$ cat src/rtl/axi4lite_pkg.sv
// Shared AXI4-Lite definitions for the fetch master: RRESP encodings, core response
// codes, FSM state encoding and small decode helpers.
package axi4lite_pkg;

  localparam logic [1:0] RRESP_OKAY   = 2'b00;
  localparam logic [1:0] RRESP_EXOKAY = 2'b01;
  localparam logic [1:0] RRESP_SLVERR = 2'b10;
  localparam logic [1:0] RRESP_DECERR = 2'b11;

  localparam logic [1:0] RSP_OK         = 2'b00;
  localparam logic [1:0] RSP_BUS_ERR    = 2'b01;
  localparam logic [1:0] RSP_TIMEOUT    = 2'b10;
  localparam logic [1:0] RSP_MISALIGNED = 2'b11;

  localparam logic [2:0] ST_IDLE  = 3'd0;
  localparam logic [2:0] ST_ADDR  = 3'd1;
  localparam logic [2:0] ST_DATA  = 3'd2;
  localparam logic [2:0] ST_RESP  = 3'd3;
  localparam logic [2:0] ST_DRAIN = 3'd4;

  // Width of the R-phase cycle counter; covers the full 2..255 timeout range.
  localparam int unsigned CTR_W = 8;

  // Anything other than a plain OKAY is reported to the core as a bus error.
  function automatic logic [1:0] rsp_code_of(input logic [1:0] rresp);
    logic [1:0] code;
    code = RSP_BUS_ERR;
    case (rresp)
      RRESP_OKAY:                                code = RSP_OK;
      RRESP_EXOKAY, RRESP_SLVERR, RRESP_DECERR:  code = RSP_BUS_ERR;
    endcase
    return code;
  endfunction

  function automatic logic is_aligned(input logic [1:0] addr_lsb);
    return addr_lsb == 2'b00;
  endfunction

endpackage

$ cat src/rtl/axi4lite_fetch_master_if.sv
// AXI4-Lite read-only channel bundle (AR + R) between the fetch master and a slave.
interface axi4lite_fetch_master_if;

  logic        ARVALID;
  logic [31:0] ARADDR;
  logic        ARREADY;
  logic        RVALID;
  logic [31:0] RDATA;
  logic [1:0]  RRESP;
  logic        RREADY;

  modport master (
    output ARVALID, ARADDR, RREADY,
    input  ARREADY, RVALID, RDATA, RRESP
  );

  modport slave (
    input  ARVALID, ARADDR, RREADY,
    output ARREADY, RVALID, RDATA, RRESP
  );

endinterface

$ cat src/rtl/axi4lite_timeout_ctr.sv
// R-phase cycle counter: cleared outside the data phase, counts while enabled and
// parks at the limit so expired stays asserted until the next clear.
module axi4lite_timeout_ctr
  import axi4lite_pkg::*;
(
  input  logic             ACLK,
  input  logic             ARESETn,
  input  logic             clear,
  input  logic             enable,
  input  logic [CTR_W-1:0] limit,
  output logic             expired
);

  logic [CTR_W-1:0] count;

  assign expired = (count == limit);

  always_ff @(posedge ACLK or negedge ARESETn) begin
    if (!ARESETn) begin
      count <= '0;
    end else if (clear) begin
      count <= '0;
    end else if (enable && !expired) begin
      count <= count + 1'b1;
    end
  end

endmodule

$ cat src/rtl/axi4lite_fetch_master.sv
// Single-outstanding AXI4-Lite fetch master: one core request becomes at most one AXI
// read, with misalignment trapping, an R-phase timeout and a drain of the late beat.
module axi4lite_fetch_master
  import axi4lite_pkg::*;
#(
  parameter int unsigned TIMEOUT_CYCLES = 16
) (
  input  logic        ACLK,
  input  logic        ARESETn,
  input  logic        req_valid,
  output logic        req_ready,
  input  logic [31:0] req_addr,
  output logic        rsp_valid,
  input  logic        rsp_ready,
  output logic [31:0] rsp_data,
  output logic [1:0]  rsp_code,
  output logic [7:0]  err_count,
  axi4lite_fetch_master_if.master bus
);

  localparam logic [CTR_W-1:0] LIMIT = CTR_W'(TIMEOUT_CYCLES - 1);

  logic [2:0]  state;
  logic [2:0]  state_next;
  logic [31:0] addr_q;
  logic [31:0] data_q;
  logic [1:0]  code_q;
  logic [7:0]  err_q;
  logic        drain_pending;

  logic accept;
  logic r_beat;
  logic timed_out;
  logic rsp_done;
  logic drain_done;
  logic expired;

  // Gating with the reset pin keeps req_ready low for the whole time reset is held.
  assign req_ready  = (state == ST_IDLE) && ARESETn;
  assign accept     = req_valid && req_ready;
  assign r_beat     = (state == ST_DATA) && bus.RVALID;
  // A beat arriving on the limit cycle wins over the timeout.
  assign timed_out  = (state == ST_DATA) && !bus.RVALID && expired;
  assign rsp_done   = (state == ST_RESP) && rsp_ready;
  assign drain_done = (state == ST_DRAIN) && bus.RVALID;

  assign bus.ARVALID = (state == ST_ADDR);
  assign bus.ARADDR  = addr_q;
  assign bus.RREADY  = (state == ST_DATA) || (state == ST_DRAIN);

  assign rsp_valid = (state == ST_RESP);
  assign rsp_data  = data_q;
  assign rsp_code  = code_q;
  assign err_count = err_q;

  axi4lite_timeout_ctr u_timeout_ctr (
    .ACLK    (ACLK),
    .ARESETn (ARESETn),
    .clear   (state != ST_DATA),
    .enable  (state == ST_DATA),
    .limit   (LIMIT),
    .expired (expired)
  );

  always_comb begin
    // NOTE: the default assignment up front means every path assigns state_next, so no latch is inferred.
    state_next = state;
    case (state)
      ST_IDLE: begin
        if (accept) begin
          state_next = is_aligned(req_addr[1:0]) ? ST_ADDR : ST_RESP;
        end
      end
      ST_ADDR: begin
        if (bus.ARREADY) begin
          state_next = ST_DATA;
        end
      end
      ST_DATA: begin
        if (r_beat || timed_out) begin
          state_next = ST_RESP;
        end
      end
      ST_RESP: begin
        if (rsp_ready) begin
          state_next = drain_pending ? ST_DRAIN : ST_IDLE;
        end
      end
      ST_DRAIN: begin
        if (drain_done) begin
          state_next = ST_IDLE;
        end
      end
      default: state_next = ST_IDLE;
    endcase
  end

  // NOTE: sequential state uses non-blocking assignments so every register samples pre-edge values.
  always_ff @(posedge ACLK or negedge ARESETn) begin
    if (!ARESETn) begin
      state <= ST_IDLE;
    end else begin
      state <= state_next;
    end
  end

  always_ff @(posedge ACLK or negedge ARESETn) begin
    if (!ARESETn) begin
      addr_q        <= '0;
      data_q        <= '0;
      code_q        <= RSP_OK;
      drain_pending <= 1'b0;
    end else begin
      if (accept) begin
        if (is_aligned(req_addr[1:0])) begin
          addr_q <= req_addr;
        end else begin
          data_q <= '0;
          code_q <= RSP_MISALIGNED;
        end
      end
      if (r_beat) begin
        data_q <= bus.RDATA;
        code_q <= rsp_code_of(bus.RRESP);
      end
      // The abandoned read is still owed a beat; remember to swallow it later.
      if (timed_out) begin
        data_q        <= '0;
        code_q        <= RSP_TIMEOUT;
        drain_pending <= 1'b1;
      end
      if (drain_done) begin
        drain_pending <= 1'b0;
      end
    end
  end

  always_ff @(posedge ACLK or negedge ARESETn) begin
    if (!ARESETn) begin
      err_q <= '0;
    end else if (rsp_done && (code_q != RSP_OK) && (err_q != 8'hFF)) begin
      err_q <= err_q + 8'd1;
    end
  end

endmodule

$ cat src/flat_wrapper.sv
// flat-port wrapper written by rule: the top's interface ports become plain ports
module axi4lite_fetch_master_flat import axi4lite_pkg::*;
#(
  parameter int unsigned TIMEOUT_CYCLES = 16
)
  (ACLK, ARESETn, req_valid, req_ready, req_addr, rsp_valid, rsp_ready, rsp_data, rsp_code, err_count, bus_ARVALID, bus_ARADDR, bus_RREADY, bus_ARREADY, bus_RVALID, bus_RDATA, bus_RRESP);
  axi4lite_fetch_master_if bus_i ();
  input  logic ACLK;
  input  logic ARESETn;
  input  logic req_valid;
  output logic req_ready;
  input  logic [31:0] req_addr;
  output logic rsp_valid;
  input  logic rsp_ready;
  output logic [31:0] rsp_data;
  output logic [1:0] rsp_code;
  output logic [7:0] err_count;
  output wire logic [$bits(bus_i.ARVALID)-1:0] bus_ARVALID;
  output wire logic [$bits(bus_i.ARADDR)-1:0] bus_ARADDR;
  output wire logic [$bits(bus_i.RREADY)-1:0] bus_RREADY;
  input wire logic [$bits(bus_i.ARREADY)-1:0] bus_ARREADY;
  input wire logic [$bits(bus_i.RVALID)-1:0] bus_RVALID;
  input wire logic [$bits(bus_i.RDATA)-1:0] bus_RDATA;
  input wire logic [$bits(bus_i.RRESP)-1:0] bus_RRESP;
  assign bus_ARVALID = bus_i.ARVALID;
  assign bus_ARADDR = bus_i.ARADDR;
  assign bus_RREADY = bus_i.RREADY;
  assign bus_i.ARREADY = bus_ARREADY;
  assign bus_i.RVALID = bus_RVALID;
  assign bus_i.RDATA = bus_RDATA;
  assign bus_i.RRESP = bus_RRESP;
  axi4lite_fetch_master #(.TIMEOUT_CYCLES(TIMEOUT_CYCLES)) u_core (.ACLK(ACLK), .ARESETn(ARESETn), .req_valid(req_valid), .req_ready(req_ready), .req_addr(req_addr), .rsp_valid(rsp_valid), .rsp_ready(rsp_ready), .rsp_data(rsp_data), .rsp_code(rsp_code), .err_count(err_count), .bus(bus_i));
endmodule
$ cat config.mk
export PLATFORM = sky130hd
export DESIGN_NAME = axi4lite_fetch_master_flat
export DESIGN_NICKNAME = d
export VERILOG_FILES = /design/src/rtl/axi4lite_pkg.sv /design/src/rtl/axi4lite_fetch_master_if.sv /design/src/rtl/axi4lite_timeout_ctr.sv /design/src/rtl/axi4lite_fetch_master.sv /design/src/flat_wrapper.sv
export SDC_FILE = /design/constraint.sdc
export NUM_CORES = 1
export LEC_CHECK = 0
export ABC_AREA = 1
export CORE_ASPECT_RATIO = 1.4
export CORE_UTILIZATION = 45
export DETAILED_ROUTE_END_ITERATION = 12
export DONT_BUFFER_PORTS = 1
export PLACE_DENSITY = 0.72
export SETUP_SLACK_MARGIN = 0.3
export SYNTH_ARGS = -nofsm -noshare
export SYNTH_HDL_FRONTEND = slang
export SYNTH_SLANG_ARGS = --single-unit
$ cat constraint.sdc
create_clock -name ACLK -period 1.57 [get_ports ACLK]
set_clock_uncertainty 0.15 [all_clocks]
set_input_delay 0.157 -clock ACLK [delete_from_list [all_inputs] [get_ports ACLK]]
set_output_delay 0.157 -clock ACLK [all_outputs]
set_load 0.02 [all_outputs]
==> run metrics <==
status=finished, violations left; failing checks=hold timing, setup timing; DR vias/cell=between 5 and 6; Final ANT Viol Nets=0; Worst setup SP type=register; critical path class=register to register; crit path DAT=approximately 1.7 ns; initial antenna violation count=0; hold slack=-0.629 ns; Nets=roughly 640; Worst R2R End=u_core.rsp_data[4]; dpl cell area=about 0.0042 mm²; Congestion Overflow GR=0; Filler cells=569; TritonCTS clock tree=done; max frequency=~0.6 GHz; delay-heaviest family, CP=simple AND/OR/NAND/NOR gates; CP Max Fanout=9; n_diodes=0; Yosys top cell by area=dfrtp_1; Die Footprint=0.00894 mm²; RSZ-0062 raised after global routing=true; DRT Pass-1 Iters=4; Final Util=0.696; Worst Max-Slew Pin Slew=0.339 ns; CP max-delay cell=dfrtp_2; post-route setup slack=-0.100 ns; r2r worst-path depth=8; Final Power=roughly 10 mW; Avg WL per Cell=17.9 µm; maxcap violations=0; Post-Synthesis Cells=around 450; Starting Density=0.467; Rows=39; max-slew violations=0; clock transition at the registers of the reported paths=roughly 0.060 ns; aggregate routed wire length=about 12 mm; core area=0.00825 mm²; routability congestion estimate=about 0.81; Worst Setup End Kind=register; final cell count without fillers=roughly 670; Root Buffer=clkbuf_16; Netlist Area Pre-Place=between 0.003 and 0.004 mm²; share of cells above drive strength 1=0.244; P_leak=2.88 nW; area grow syn2layout=48.9%; vias in the first global route=around 3600; area occupied by multi-input gates=approximately 0.0017 mm²; Final min period=1.67 ns; CP peak stage delay=between 0.4 and 0.5 ns; Finish-stage setup viols=a little under 70; #FFs+latches synth=between 80 and 90; crit path from=u_core.state[2]; VDD IR max=between 0.9 and 1 mV; Mapped Nets=520; Ys Warns=0; first-pass GRT wire length=between 15 and 20 mm; post-synthesis sequential area ratio=0.558; Reg2Reg Launch Point=u_core.state[2]; final instance area=roughly 0.0057 mm²; Slew HR=0.774; largest net degree at the start of global routing=between 80 and 90; drt drc=0; H-Tree Depth=3; hold buffer count at CTS=65; chip width=80.2 µm; crit-path cells=nor2_4 > nand2_4 > nor3_4 > buf_6 > nand2_8 > clkbuf_16 > nand4_1 > nand2_1; Clock Latency Late Sink=about 0.33 ns; HPWL Detailed=roughly 6.2 mm; top-area cell type share of the netlist area=0.558; Distinct cells, synth=30; Tightest Hold Check Type=input pin to asynchronous set/reset pin; Clock Tree Buf Depth=2; flip-flop and latch area=0.00216 mm²; Pwr Density=between 1500 and 2000 mW/mm²; Die Y=111 µm; WP buf/inv=2; largest cells by area after synthesis=dfrtp_1 (56%), nand2_1 (17%), nand4_1 (5.8%); stages on the worst setup path=8; Tcrit/Tclk final=1.06; Total GRT Usage=0.237; Num Clock Sinks=86; Worst Setup EP=u_core.rsp_data[4]; Avg Cell Area, Syn=roughly 8.6 µm²; First DRT Iteration DRCs=roughly 240; via count=~3600; placed cell count=around 560; CTS Buf Count=9; Crit path required time=approximately 1.6 ns; Reg2Reg Setup Slack=-0.10 ns; endpoints failing hold=86; I/O Buffers=0; I/O Pins=150
==> worst reg2reg max path, cell delays in order, from the launching register on <==
cell and delay (ns):
dfrtp_2 0.42, nor2_4 0.16, nand2_4 0.07, nor3_4 0.19, buf_6 0.16, nand2_8 0.07
clkbuf_16 0.20, nand4_1 0.07, nand2_1 0.07
==> power breakdown <==
part           internal, mW  total [mW]  switching (mW)
clock network          1.26        2.09           0.826
logic                  1.46        3.24            1.78
registers              3.08        4.69            1.61
==> how the worst min path moves through the flow <==
stage | from | to | slack, ns | depth (start not counted)
detailed placement | ARESETn | u_core.bus.ARADDR[28] | -0.29 | 0
finish | ARESETn | u_core.bus.ARADDR[25] | -0.63 | 0
CTS | ARESETn | u_core.err_count[0] | -0.64 | 0
global route | ARESETn | u_core.bus.ARADDR[22] | -0.65 | 0
floorplan | ARESETn | u_core.bus.ARADDR[0] | -0.29 | 0
global placement | ARESETn | u_core.u_timeout_ctr.count[6] | -0.29 | 0
==> sequential cells by signal, indices dropped and copies added (netlist names) <==
| signal | cells |
|---|---|
| u_core.u_timeout_ctr.count | 8 |
| u_core.bus.ARADDR | 32 |
| u_core.rsp_data | 32 |
| u_core.err_count | 8 |
| u_core.drain_pending | 1 |
| u_core.rsp_code | 2 |
| u_core.state | 3 |
==> cell type report <==
class,count,area share
Clock buffer,11,0.0423
Clock inverter,4,0.00829
Inverter,27,0.0216
Multi-Input combinational cell,311,0.293
Sequential cell,86,0.376
Tap cell,102,0.0222
Timing Repair Buffer,127,0.237
==> placed cells by master (no fill, tap or decap), types with 7 or more instances in the layout <==
cell,synthesis,layout
buf_12,0,7
buf_4,2,33
buf_6,4,16
clkbuf_16,0,14
dfrtp_1,86,81
dlygate4sd3_1,0,65
inv_1,23,18
nand2_1,174,158
nand2_2,2,15
nand3_1,13,7
nand4_1,36,36
nor2_1,20,14
o21ai_1,7,28
==> cells in the mapped netlist, drive strengths merged <==
cell type	count
nor4	1
inv	27
clkbuf	7
xnor2	5
o21ai	38
nand3	13
a31oi	3
nand3b	1
buf	15
ha	2
dfrtp	86
a21oi	2
nand2	178
nor3	6
nand4	36
nor2	24
xor2	2
==> routing by layer <==
metal  global-route usage  vias up  routed length (µm)  part of all wire
li1                     -     1684                   -                 -
met1                0.244     1748                4300              0.36
met2                0.421      179                6470              0.54
met3               0.0828       32                 828             0.069
met4                0.108        0                 378             0.032
met5                    0        -                   0                 0
==> what timing repair did <==
| action | in CTS | in global routing |
|---|---|---|
| setup endpoints to repair | 89 | 90 |
| pin swaps | 5 | 16 |
| resized for setup | 22 | 53 |
| cloned | 0 | 9 |
| buffers inserted | 5 | 12 |
| hold endpoints to repair | 150 | 86 |
==> kinds of logic (layout without fill, tap and decap cells) <==
kind of cell | count (synthesis) | after routing | synth area share
AO/OA/AOI/OAI | 43 | 43 | 0.0578
AND/OR/NAND/NOR | 259 | 259 | 0.300
flip-flops | 86 | 86 | 0.558
adder cells (fa/ha/maj) | 2 | 2 | 0.00649
XOR/XNOR | 7 | 7 | 0.0159
buffers and inverters | 49 | 169 | 0.0610
==> metrics by stage <==
step	setup slack (ns)	TNS (ns)
detailed placement	-0.122	-1.90
CTS	-0.0972	-2.52
global placement	-0.0199	-0.0504
global route	-0.154	-8.37
finish	-0.100	-3.85
floorplan	0.0274	0
(Power assumes the default switching activity.)
